--- src/rtl/window_feeder.sv ---
// rtl/window_feeder.sv - streams a kernel block, then every KxK image window in raster order,
// to a downstream convolver over a valid/ready beat interface.
module window_feeder #(
  parameter int KERNEL_SIZE     = 3,
  parameter int DATA_WIDTH      = 8,
  parameter int IMG_W           = 4,
  parameter int SRAM_ADDR_WIDTH = 4,
  parameter int SRAM_DEPTH      = 16
) (
  input  logic                       i_clk,
  input  logic                       i_rst,
  input  logic                       i_wr_en,
  input  logic                       i_wr_sel,
  input  logic [SRAM_ADDR_WIDTH-1:0] i_wr_addr,
  input  logic [DATA_WIDTH-1:0]      i_wr_data,
  input  logic                       i_start,
  input  logic                       i_ready,
  output logic                       o_valid,
  output logic                       o_kernel,
  output logic [SRAM_ADDR_WIDTH-1:0] o_addr,
  output logic [DATA_WIDTH-1:0]      o_data,
  output logic                       o_last,
  output logic                       o_busy,
  output logic                       o_done
);

  localparam int K  = KERNEL_SIZE;
  localparam int KK = K * K;
  localparam int AW = SRAM_ADDR_WIDTH;
  localparam int DW = DATA_WIDTH;
  localparam int KW = (KK > 1) ? $clog2(KK) : 1;
  localparam int CW = (IMG_W > 1) ? $clog2(IMG_W) : 1;

  localparam logic [KW-1:0] KLAST   = KW'(KK - 1);
  localparam logic [CW-1:0] KM1     = CW'(K - 1);
  localparam logic [CW-1:0] WLAST   = CW'(IMG_W - K);
  localparam logic [AW:0]   KK_A    = (AW + 1)'(KK);
  localparam logic [AW:0]   DEPTH_A = (AW + 1)'(SRAM_DEPTH);

  typedef enum logic [1:0] {S_IDLE, S_KERNEL, S_WINDOW, S_DONE} state_t;

  state_t           state;
  logic [KW-1:0]    kidx;
  logic [CW-1:0]    kr, kc, wr, wc;

  logic [DW-1:0]    img_mem [SRAM_DEPTH];
  logic [DW-1:0]    ker_mem [KK];

  logic [KW-1:0]    kidx_nxt;
  logic [CW-1:0]    nkr, nkc, nwr, nwc;
  logic             win_end, pass_end, nxt_last;
  logic [AW-1:0]    nxt_addr;

  function automatic logic [AW-1:0] pix_addr(input logic [CW-1:0] r, input logic [CW-1:0] c);
    logic [31:0] a;
    a = 32'(r) * IMG_W + 32'(c);
    return a[AW-1:0];
  endfunction

  // Stores are frozen for the whole pass so a window never sees a half-updated image.
  always_ff @(posedge i_clk) begin
    if (i_wr_en && !o_busy) begin
      if (!i_wr_sel) begin
        if ({1'b0, i_wr_addr} < DEPTH_A) img_mem[i_wr_addr] <= i_wr_data;
      end else if ({1'b0, i_wr_addr} < KK_A) begin
        ker_mem[KW'(i_wr_addr)] <= i_wr_data;
      end
    end
  end

  always_comb begin
    kidx_nxt = kidx + 1'b1;
    win_end  = (kr == KM1) && (kc == KM1);
    pass_end = win_end && (wr == WLAST) && (wc == WLAST);
    nkr = kr;
    nkc = kc;
    nwr = wr;
    nwc = wc;
    if (kc != KM1) begin
      nkc = kc + 1'b1;
    end else begin
      nkc = '0;
      if (kr != KM1) begin
        nkr = kr + 1'b1;
      end else begin
        nkr = '0;
        if (wc != WLAST) begin
          nwc = wc + 1'b1;
        end else begin
          nwc = '0;
          nwr = wr + 1'b1;
        end
      end
    end
    nxt_addr = pix_addr(nwr + nkr, nwc + nkc);
    nxt_last = (nkr == KM1) && (nkc == KM1);
  end

  // Outputs are loaded with the next beat on each handshake, so there are no bubbles.
  always_ff @(posedge i_clk or posedge i_rst) begin
    if (i_rst) begin
      state    <= S_IDLE;
      kidx     <= '0;
      kr       <= '0;
      kc       <= '0;
      wr       <= '0;
      wc       <= '0;
      o_valid  <= 1'b0;
      o_kernel <= 1'b0;
      o_addr   <= '0;
      o_data   <= '0;
      o_last   <= 1'b0;
      o_busy   <= 1'b0;
      o_done   <= 1'b0;
    end else begin
      o_done <= 1'b0;
      case (state)
        S_IDLE: begin
          if (i_start) begin
            state    <= S_KERNEL;
            kidx     <= '0;
            o_valid  <= 1'b1;
            o_busy   <= 1'b1;
            o_kernel <= 1'b1;
            o_addr   <= '0;
            o_data   <= ker_mem[0];
            o_last   <= (KK == 1);
          end
        end
        S_KERNEL: begin
          if (i_ready) begin
            if (kidx == KLAST) begin
              state    <= S_WINDOW;
              kr       <= '0;
              kc       <= '0;
              wr       <= '0;
              wc       <= '0;
              o_kernel <= 1'b0;
              o_addr   <= '0;
              o_data   <= img_mem[0];
              o_last   <= (K == 1);
            end else begin
              kidx   <= kidx_nxt;
              o_addr <= AW'(kidx_nxt);
              o_data <= ker_mem[kidx_nxt];
              o_last <= (kidx_nxt == KLAST);
            end
          end
        end
        S_WINDOW: begin
          if (i_ready) begin
            if (pass_end) begin
              state    <= S_DONE;
              kr       <= '0;
              kc       <= '0;
              wr       <= '0;
              wc       <= '0;
              o_valid  <= 1'b0;
              o_busy   <= 1'b0;
              o_done   <= 1'b1;
              o_kernel <= 1'b0;
              o_addr   <= '0;
              o_data   <= '0;
              o_last   <= 1'b0;
            end else begin
              kr     <= nkr;
              kc     <= nkc;
              wr     <= nwr;
              wc     <= nwc;
              o_addr <= nxt_addr;
              o_data <= img_mem[nxt_addr];
              o_last <= nxt_last;
            end
          end
        end
        S_DONE: state <= S_IDLE;
        default: state <= S_IDLE;
      endcase
    end
  end

endmodule

--- config.mk ---
export PLATFORM = sky130hd
export DESIGN_NAME = window_feeder
export DESIGN_NICKNAME = d
export VERILOG_FILES = /design/src/rtl/window_feeder.sv
export SDC_FILE = /design/constraint.sdc
export NUM_CORES = 1
export LEC_CHECK = 0
export ABC_AREA = 1
export BUFFER_PORTS_ARGS = -buffer_cell sky130_fd_sc_hd__buf_4
export CAP_MARGIN = 20
export CORE_MARGIN = 2
export CORE_UTILIZATION = 45
export CTS_CLUSTER_SIZE = 24
export DETAILED_ROUTE_END_ITERATION = 8
export HOLD_SLACK_MARGIN = 0.06
export SLEW_MARGIN = 20
export SYNTH_ARGS = -nofsm -noshare
export SYNTH_HDL_FRONTEND = slang
export SYNTH_SLANG_ARGS = --single-unit
--- constraint.sdc ---
create_clock -name i_clk -period 3.25 [get_ports i_clk]
set_clock_uncertainty 0.15 [all_clocks]
set_input_delay 0.65 -clock i_clk [delete_from_list [all_inputs] [get_ports i_clk]]
set_output_delay 0.65 -clock i_clk [all_outputs]
set_load 0.005 [all_outputs]
### Word-level counts from Yosys, hierarchy flattened

Memories as Yosys holds them, arrays and structs flattened.
Cells that the tools add are included.

| storage, ports and cells | value |
|---|---|
| output and inout port bits | 17 |
| memories | 2 |
| RAM bits | 200 |
| input bits | 18 |
| register bits after elaboration | 30 |
| logic and storage cells | 127 |

| cells by class | value |
|---|---|
| $add $sub $neg | 8 |
| muxes and demuxes | 67 |
| reduce and logical (&&, ||, !) cells | 17 |
| equality and inequality tests | 20 |
| order comparisons | 1 |

Memory list:

| name | words | bits a word | rd ports | clocked after memory_dff | wr ports | RTL line | RTL |
|---|---|---|---|---|---|---|---|
| img_mem | 16 | 8 | 2 | 0 | 1 | 46 | `logic [DW-1:0] img_mem [SRAM_DEPTH];` |
| ker_mem | 9 | 8 | 2 | 0 | 1 | 47 | `logic [DW-1:0] ker_mem [KK];` |

Operators by type and width:

| kind | number |
|---|---|
| $mux 2 | 24 |
| $mux 8 | 5 |
| $mux 4 | 7 |
| $pmux 8 s3 | 1 |
| $mux 1 | 20 |
| $ne 2x2->1 const B | 8 |
| $pmux 2 s2 | 4 |
| $reduce_and 4->1 | 4 |
| $eq 2x2->1 const B | 6 |
| $pmux 4 s3 | 1 |
| $add 2x1->2 const B | 4 |
| $eq 4x4->1 const B | 2 |
| $pmux 2 s4 | 1 |
| $pmux 4 s2 | 1 |
| $eq 2x1->1 const B | 3 |
| $pmux 1 s3 | 2 |
| $reduce_and 6->1 | 1 |
| $reduce_bool 2->1 | 3 |
| $logic_and 1x1->1 | 5 |
| $reduce_and 5->1 | 1 |
| $add 2x2->2 | 2 |
| $add 4x1->4 const B | 1 |
| $add 4x2->4 | 1 |
| $lt 4x4->1 const B | 1 |
| other kinds (5) | 5 |

### Logic depth before layout (Yosys ltp)

Gate-level depths: netlist of the first run.
An unclocked memory read counts as a cell.

| logic depth | value |
|---|---|
| depth after elaboration | 10 |
| depth in mapped cells | 22 |
| mapped depth without buffers | 21 |

### Worst setup path after synthesis of the first run

OpenSTA, ideal clock, no wires.

| path | value |
|---|---|
| kind | input-to-reg |
| from | input i_wr_en |
| to | memory img_mem[12][0] (netlist name) (enable) |
| buffers on the path | 0 |
| required time | 2.705 ns |
| stages on the path | 6 |
| arrival time | 1.987 ns |
| setup time | 0.395 ns |
| slack | 0.718 ns |
| cell sequence | inv_1 > nor2_1 > inv_1 > nor2_1 > inv_1 > nor4_1 |

| on the way | value |
|---|---|
| cells in the longest elaborated chain, start to end | 3 |

RTL lines:

| element | RTL line | RTL |
|---|---|---|
| start, declared | 12 | `input logic i_wr_en,` |
| $logic_and 1x1->1 | 62 | `if (i_wr_en && !o_busy) begin` |
| $mux 1 | 62 |  |
| $mux 1 (not written as such) | 64 | `if ({1'b0, i_wr_addr} < DEPTH_A) img_mem[i_wr_addr] <= i_wr_data;` |
| end, declared | 46 |  |

No other way between the ends.

### Worst setup path after layout of the first run

| path | value |
|---|---|
| from | register kc[0] |
| to | register o_data[6] |

| on the way | value |
|---|---|
| cells in the longest elaborated chain, start to end | 8 |
| elaborated cells between the ends (all ways) | 17 |
| classes of those cells | add/sub (4); eq/ne (2); mux (7); reduce/logical (3); memory (1) |

RTL lines:

| element | RTL line | RTL |
|---|---|---|
| start, declared | 44 | `logic [CW-1:0] kr, kc, wr, wc;` |
| start signal, assigned | 167 | `kc <= nkc;` |
| $add 2x1->2 / $ne 2x2->1 (equally long branches) | 80, 79 |  |
| $mux 2 | 79 | `if (kc != KM1) begin` |
| $add 2x2->2 | 95 | `nxt_addr = pix_addr(nwr + nkr, nwc + nkc);` |
| $add 4x2->4 | 56 | `a = 32'(r) * IMG_W + 32'(c);` |
| $mem_v2 16x8 | n/a |  |
| $mux 8 * | 152 | `if (pass_end) begin` |
| $mux 8 * | 151 | `if (i_ready) begin` |
| $pmux 8 s3 * | 117 | `case (state)` |
| end signal, assigned | 126 | `o_data <= ker_mem[0];` |
| end signal, assigned | 145 | `o_data <= ker_mem[kidx_nxt];` |
| end signal, assigned | 171 | `o_data <= img_mem[nxt_addr];` |
| end, declared | 21 | `output logic [DATA_WIDTH-1:0] o_data,` |

Every way passes the cells marked *; elsewhere a longest branch is shown, timed or not. The select of a mux whose other input is x is not followed.
A chain may end at the register's enable or synchronous reset.

==> flow_metrics.env, run 1 <==
export IMPL_status="complete, no violations"
export IMPL_timing_final_ws_setup_ns=0.3980
export IMPL_die_height_um=154.6
export IMPL_tns_ns=0
export IMPL_synth_top_area_share_pct=58.81
export IMPL_vias=7078
export IMPL_grt_overflow=0
export IMPL_grt_max_degree=41
export IMPL_numClockSinks=230
export IMPL_hp_class="in2async"
export IMPL_ios=35
export IMPL_path_max_fanout=24
export IMPL_die_area_um2=23920
export IMPL_maxCapViolations=0
export IMPL_grt_pass1_wl_um=38870
export IMPL_yosysWarnings=0
export IMPL_grt_setup_unrepaired="no"
export IMPL_synth_area_per_cell_um2=10.45
export IMPL_first_global_vias=6835
export IMPL_hold_viol_final=0
export IMPL_ys_types=38
export IMPL_cts_max_level=1
export IMPL_critPathCaptureType="flop"
export IMPL_fmax_mhz=350.6
export IMPL_postRouteAntennaNets=0
export IMPL_finish_instance_area_um2=11680
export IMPL_yosys_top_cells_count="nor2_1 (205), edfxtp_1 (200), nand2_1 (174), nand3_1 (79), o21ai_0 (73)"
export IMPL_ys_seq_area_share_pct=66.16
export IMPL_setup_violations_final=0
export IMPL_ctsHoldBuffers=0
export IMPL_synth_seq_cells=230
export IMPL_arrival_ns=3.16
export IMPL_place_area_um2=10900
export IMPL_ir_drop_mv=0.5803
export IMPL_finalCritPeriodShare_pct=87.75
export IMPL_worst_hold_slack_ns=0.08042
export IMPL_cts_tree="yes"
export IMPL_drive_above_1_share_pct=13.90
export IMPL_core_um2=22430
export IMPL_cts_made_buffers=25
export IMPL_clock_latency_ns=0.53
export IMPL_r2r_cells=19
export IMPL_fp_row_count=55
export IMPL_vias_per_cell=5.302
export IMPL_port_buffer_count=34
export IMPL_dr_pass1_iters=5
export IMPL_n_fill_cell=1991
export IMPL_synth_flop_cell="edfxtp_1"
export IMPL_cp_start_kind="flop"
export IMPL_drv_slew=0
export IMPL_n_antenna_cell=0
export IMPL_antenna_found_initial=0
export IMPL_die_width_um=154.6
export IMPL_worstPathRequired_ns=3.55
export IMPL_cts_buffer_depth=3
export IMPL_fin_total_pwr_mw=9.964
export IMPL_postSynthCellCount=977
export IMPL_track_usage_pct=21.16
export IMPL_gp_routability_congestion=0.8470
export IMPL_area_growth_pct=14.35
export IMPL_yosysTopAreaCell="edfxtp_1"
export IMPL_ys_top_cells_by_area="edfxtp_1 (59%), nor2_1 (7.5%), dfrtp_1 (7.4%)"
export IMPL_cts_root_buffer="clkbuf_16"
export IMPL_synth_edf_count=200
export IMPL_p_per_area_nw_per_um2=853.3
export IMPL_wire_per_inst_um=18.52
export IMPL_synth_nets=1005
export IMPL_start_util_pct=45.52
export IMPL_drc_errors=0
export IMPL_clkSlewWorstSetupHoldPaths_ns=0.06
export IMPL_synthArstFlopShare_pct=13.04
export IMPL_worstMarginPinSlew_ns=0.8570
export IMPL_pre_cts_ws_ns=0.3536
export IMPL_dp_hpwl_um=16020
export IMPL_synth_most_common_cell="nor2_1"
export IMPL_wirelength_um=24720
export IMPL_min_period_ns=2.852
export IMPL_power_leakage_nw=4.476
export IMPL_drt_iter0_markers=647
export IMPL_fin_nets=1059
export IMPL_synth_area_um2=10210
export IMPL_worstSetupPathType="reg2reg"
export IMPL_max_slew_margin_pct=42.66
cells in the final DEF (no fill, tap or decap), drive strengths merged:
cell type,synthesis,final
nand2,183,183
o2111ai,1,1
a21oi,28,28
nand3,83,83
nand4,4,4
nor4,1,1
clkinv,1,9
a211oi,2,2
xor2,2,2
or2,8,8
o31ai,2,2
clkinvlp,0,1
o32ai,1,1
nor3,6,6
nor2,211,211
dfrtp,30,30
buf,30,69
o21ai,74,74
inv,62,64
clkbuf,12,34
ha,10,10
edfxtp,200,200
xnor2,1,1
bufinv,0,1
o22ai,23,23
o211ai,2,2
where the power goes:
part	internal (mW)	total, mW	switching [mW]
clock network	1.55	2.67	1.12
logic	1.27	3.80	2.53
registers	3.37	3.49	0.123
total	6.19	9.96	3.78
per-layer routing:
layer | track usage [%] | share of wire [%] | vias to the layer above
met2 | 35.20 | 48 | 164
met5 | 0 | 0 | -
li1 | - | - | 3442
met4 | 5.423 | 2.3 | 0
met3 | 2.830 | 4.9 | 35
met1 | 29.64 | 44 | 3437
layout make-up:
| cell class | count | area (um2) | share of cell area [%] |
|---|---|---|---|
| Sequential cell | 230 | 6756 | 57.86 |
| Multi-Input combinational cell | 642 | 3008 | 25.76 |
| Clock buffer | 34 | 679.4 | 5.818 |
| Timing Repair Buffer | 69 | 546.8 | 4.682 |
| Tap cell | 285 | 356.6 | 3.054 |
| Inverter | 63 | 236.5 | 2.025 |
| Clock inverter | 12 | 93.84 | 0.8036 |
worst max-delay path, stage by stage, from the launching register on:
cell,delay [ns]
dfrtp_1,0.44
inv_2,0.09
nand2_2,0.09
nor2_4,0.12
nand3_1,0.13
xor2_1,0.21
inv_1,0.06
ha_1,0.30
inv_1,0.16
buf_6,0.25
o21ai_0,0.11
o21ai_0,0.17
nand3_1,0.10
nand2_1,0.07
nand3_1,0.06
nand2_1,0.06
inv_1,0.03
nand2_1,0.06
nand2_1,0.06
nand2_1,0.05
sequential cells by signal, summed over array words and instances (netlist names):
register,flops
img_mem,128
o_addr,4
o_data,8
state,2
o_busy,1
wr,2
wc,2
kc,2
o_done,1
o_kernel,1
o_last,1
kr,2
kidx,4
ker_mem,72
cells by family (layout without fill, tap and decap cells):
family | Yosys count | in the layout | synth area share (%)
AOI/OAI and AO/OA | 133 | 133 | 7.094
xor gates and xnor gates | 3 | 3 | 0.3309
adders and majority gates | 10 | 10 | 1.225
buffers and inverters | 105 | 178 | 4.411
DFF | 230 | 230 | 66.16
and+or+nand+nor | 496 | 496 | 20.78
metrics by stage:
| step | util [%] | cells |
|---|---|---|
| finish | 52.05 | 1335 |
| global route | 52.05 | 1335 |
| CTS | 52.04 | 1335 |
| detailed placement | 48.59 | 1289 |
| global placement | 48.59 | 1289 |
| floorplan | - | 977 |
final timing paths:
kind                                    startpoint               endpoint  slack (ns)
worst max-delay path             kc[0]$_DFFE_PP0P_  o_data[6]$_DFFE_PP0P_        0.40
worst min-delay path                         i_rst    kidx[0]$_DFFE_PP0P_        0.08
worst max register to register   kc[0]$_DFFE_PP0P_  o_data[6]$_DFFE_PP0P_        0.40
worst min register to register  o_last$_DFFE_PP0P_     o_last$_DFFE_PP0P_        0.33
max in group asynchronous                    i_rst    kidx[1]$_DFFE_PP0P_        2.57
min in group i_clk                         i_start     o_busy$_DFFE_PP0P_        0.23
repair_timing:
| item | in CTS | in global routing |
|---|---|---|
| setup endpoints to repair | 0 | 1 |
| setup buffers | 0 | 0 |
| gates resized for setup | 0 | 1 |
(Power assumes the default switching activity.)
==> run 2: changes to the inputs <==
CORE_UTILIZATION = 41   (was 45)
CTS_BUF_LIST = sky130_fd_sc_hd__clkbuf_4 sky130_fd_sc_hd__clkbuf_8   (was not set)
==> run 2 against run 1 <==
  * Clock power fell by 7.5%
  * Global-route usage fell by 1.3 points
  * Utilization fell by 4.1 points
  * First-iteration DRC count rose by 12%
  * Sequential share of layout area fell by 0.075 points
  * Flip-flop and latch count did not move
  * Register-to-register slack improved by 0.02 ns
==> flow_metrics.env, run 2 (same netlist as run 1, synthesis figures left out) <==
export IMPL_status="complete, no violations"
export IMPL_ir_drop_mv=0.4179
export IMPL_critPathCaptureType="flop"
export IMPL_grt_overflow=0
export IMPL_tns_ns=0
export IMPL_cpPeakStageDelay_ns=0.45
export IMPL_numClockSinks=230
export IMPL_start_util_pct=41.87
export IMPL_wirelength_um=25350
export IMPL_crit_slowest_cell="dfrtp_1"
export IMPL_worstPathRequired_ns=3.57
export IMPL_cts_buffer_depth=3
export IMPL_first_global_vias=7115
export IMPL_die_height_um=161.8
export IMPL_cp_start_kind="flop"
export IMPL_post_cts_resized=0
export IMPL_regMostFlops="img_mem"
export IMPL_p_per_area_nw_per_um2=843.6
export IMPL_track_usage_pct=19.86
export IMPL_n_antenna_cell=0
export IMPL_grt_max_degree=65
export IMPL_finalCritPeriodShare_pct=87.18
export IMPL_dp_hpwl_um=16330
export IMPL_largest_registers="img_mem: 128 flops, ker_mem: 72 flops, o_data: 8 flops"
export IMPL_ios=35
export IMPL_drv_slew=0
export IMPL_fin_nets=1071
export IMPL_maxCapViolations=0
export IMPL_fp_row_count=57
export IMPL_worstMarginPinSlew_ns=0.9380
export IMPL_drc_errors=0
export IMPL_power_leakage_nw=4.487
export IMPL_cts_tree="yes"
export IMPL_stdcell_count=1392
export IMPL_dp_cells=1327
export IMPL_multi_input_area_um2=3008
export IMPL_die_width_um=161.8
export IMPL_largest_reg_flops=128
export IMPL_wire_per_inst_um=18.21
export IMPL_vias=7160
export IMPL_drive_above_1_share_pct=15.64
export IMPL_vias_per_cell=5.144
export IMPL_regArea_um2=6756
export IMPL_crit_path_frequent_cell="nand2_1"
export IMPL_drt_iter0_markers=724
export IMPL_arrival_ns=3.16
export IMPL_cts_max_level=2
export IMPL_gp_routability_congestion=0.8853
export IMPL_worstSetupPathType="reg2reg"
export IMPL_core_um2=24390
export IMPL_die_area_um2=26190
export IMPL_path_max_fanout=29
export IMPL_ctsHoldBuffers=0
export IMPL_fmax_mhz=352.9
export IMPL_clock_latency_ns=0.54
export IMPL_hold_viol_final=0
export IMPL_hp_class="in2async"
export IMPL_n_fill_cell=2253
export IMPL_layout_common_cells="nor2_1 (205), edfxtp_1 (200), nand2_1 (174)"
export IMPL_grt_pass1_wl_um=39870
export IMPL_min_period_ns=2.833
export IMPL_setup_violations_final=0
export IMPL_grt_setup_unrepaired="no"
export IMPL_antenna_found_initial=0
export IMPL_cp_cell_sequence="inv_2, nand2_2, nor2_4, nand3_1, xor2_1, inv_1, ha_1, inv_1, buf_12, o21ai_0, o22ai_1, nand2_1, nand2_1, nand3_1, nand2_1, inv_1, nand2_1, nand2_1, nand2_1"
export IMPL_cts_made_buffers=38
export IMPL_postRouteAntennaNets=0
export IMPL_port_buffer_count=34
export IMPL_dr_pass1_iters=5
export IMPL_postCtsSetupBuffers=0
export IMPL_max_slew_margin_pct=37.16
export IMPL_cts_root_buffer="clkbuf_8"
export IMPL_clkSlewWorstSetupHoldPaths_ns=0.06
export IMPL_area_growth_pct=14.49
export IMPL_layout_commonest_cell="nor2_1"
## run 2: cell types whose count changed in the layout (fill, tap and decap cells not counted), sizes merged
cell    previous run  this run
clkbuf            34        50
clkinv             9        12
buf               69        68
## run 2: layout make-up
cell class                      count  area share, %
Sequential cell                   230          57.78
Multi-Input combinational cell    642          25.72
Clock buffer                       50          5.350
Timing Repair Buffer               68          4.794
Tap cell                          324          3.467
Inverter                           63          2.022
Clock inverter                     15         0.8561
## run 2: routing by layer
layer / GRT usage (%) / part of all wire, % / wire length [um] / vias up
met4: 6.557 / 2.7 / 689 / 0
met2: 32.26 / 47 / 11940 / 251
met3: 3.498 / 7.1 / 1808 / 51
li1: - / - / - / 3468
met1: 27.24 / 43 / 10910 / 3390
met5: 0 / 0 / 0 / -
## run 2: power by group
group	leakage, nW	internal [mW]	switching (mW)	total [mW]
Clock	0.381	1.34	1.13	2.47
Sequential	2.19	3.37	0.125	3.49
Combinational	1.91	1.30	2.61	3.90
## run 2: path summary, 6_finish.rpt
check	from	to	slack (ns)	cells past startpoint
setup / recovery	kc[0]$_DFFE_PP0P_	o_data[3]$_DFFE_PP0P_	0.42	19
hold / removal	i_rst	kr[0]$_DFFE_PP0P_	0.07	3
setup reg to reg	kc[0]$_DFFE_PP0P_	o_data[3]$_DFFE_PP0P_	0.42	19
hold reg to reg	o_addr[2]$_DFFE_PP0P_	o_addr[2]$_DFFE_PP0P_	0.33	2
max in group asynchronous	i_rst	o_data[7]$_DFFE_PP0P_	2.57	3
min in group i_clk	i_start	o_busy$_DFFE_PP0P_	0.22	3
## run 2: worst max-delay path, delay by kind of cell, from the launching register on
kind | cells | cell delay (ns)
and+or+nand+nor | 10 | 0.86
buffers and inverters | 5 | 0.47
DFF | 1 | 0.45
adders and majority gates | 1 | 0.31
AOI/OAI and AO/OA | 2 | 0.31
xor gates and xnor gates | 1 | 0.21
## run 2: stage by stage
stage / area [um2] / setup slack (ns) / hold slack (ns) / util, % / power [mW]
2_1_floorplan: 10210 / 0.7182 / 0.3224 / - / 6.240
5_1_grt: 11690 / 0.1283 / 0.09690 / 47.94 / 10.57
6_report: 11690 / 0.4166 / 0.07150 / 47.94 / 9.864
3_5_place_dp: 10970 / 0.4214 / 0.3183 / 44.96 / 7.451
4_1_cts: 11690 / 0.3987 / 0.07038 / 47.94 / 9.922
3_3_place_gp: 10970 / 0.4752 / 0.3157 / 44.96 / 7.459
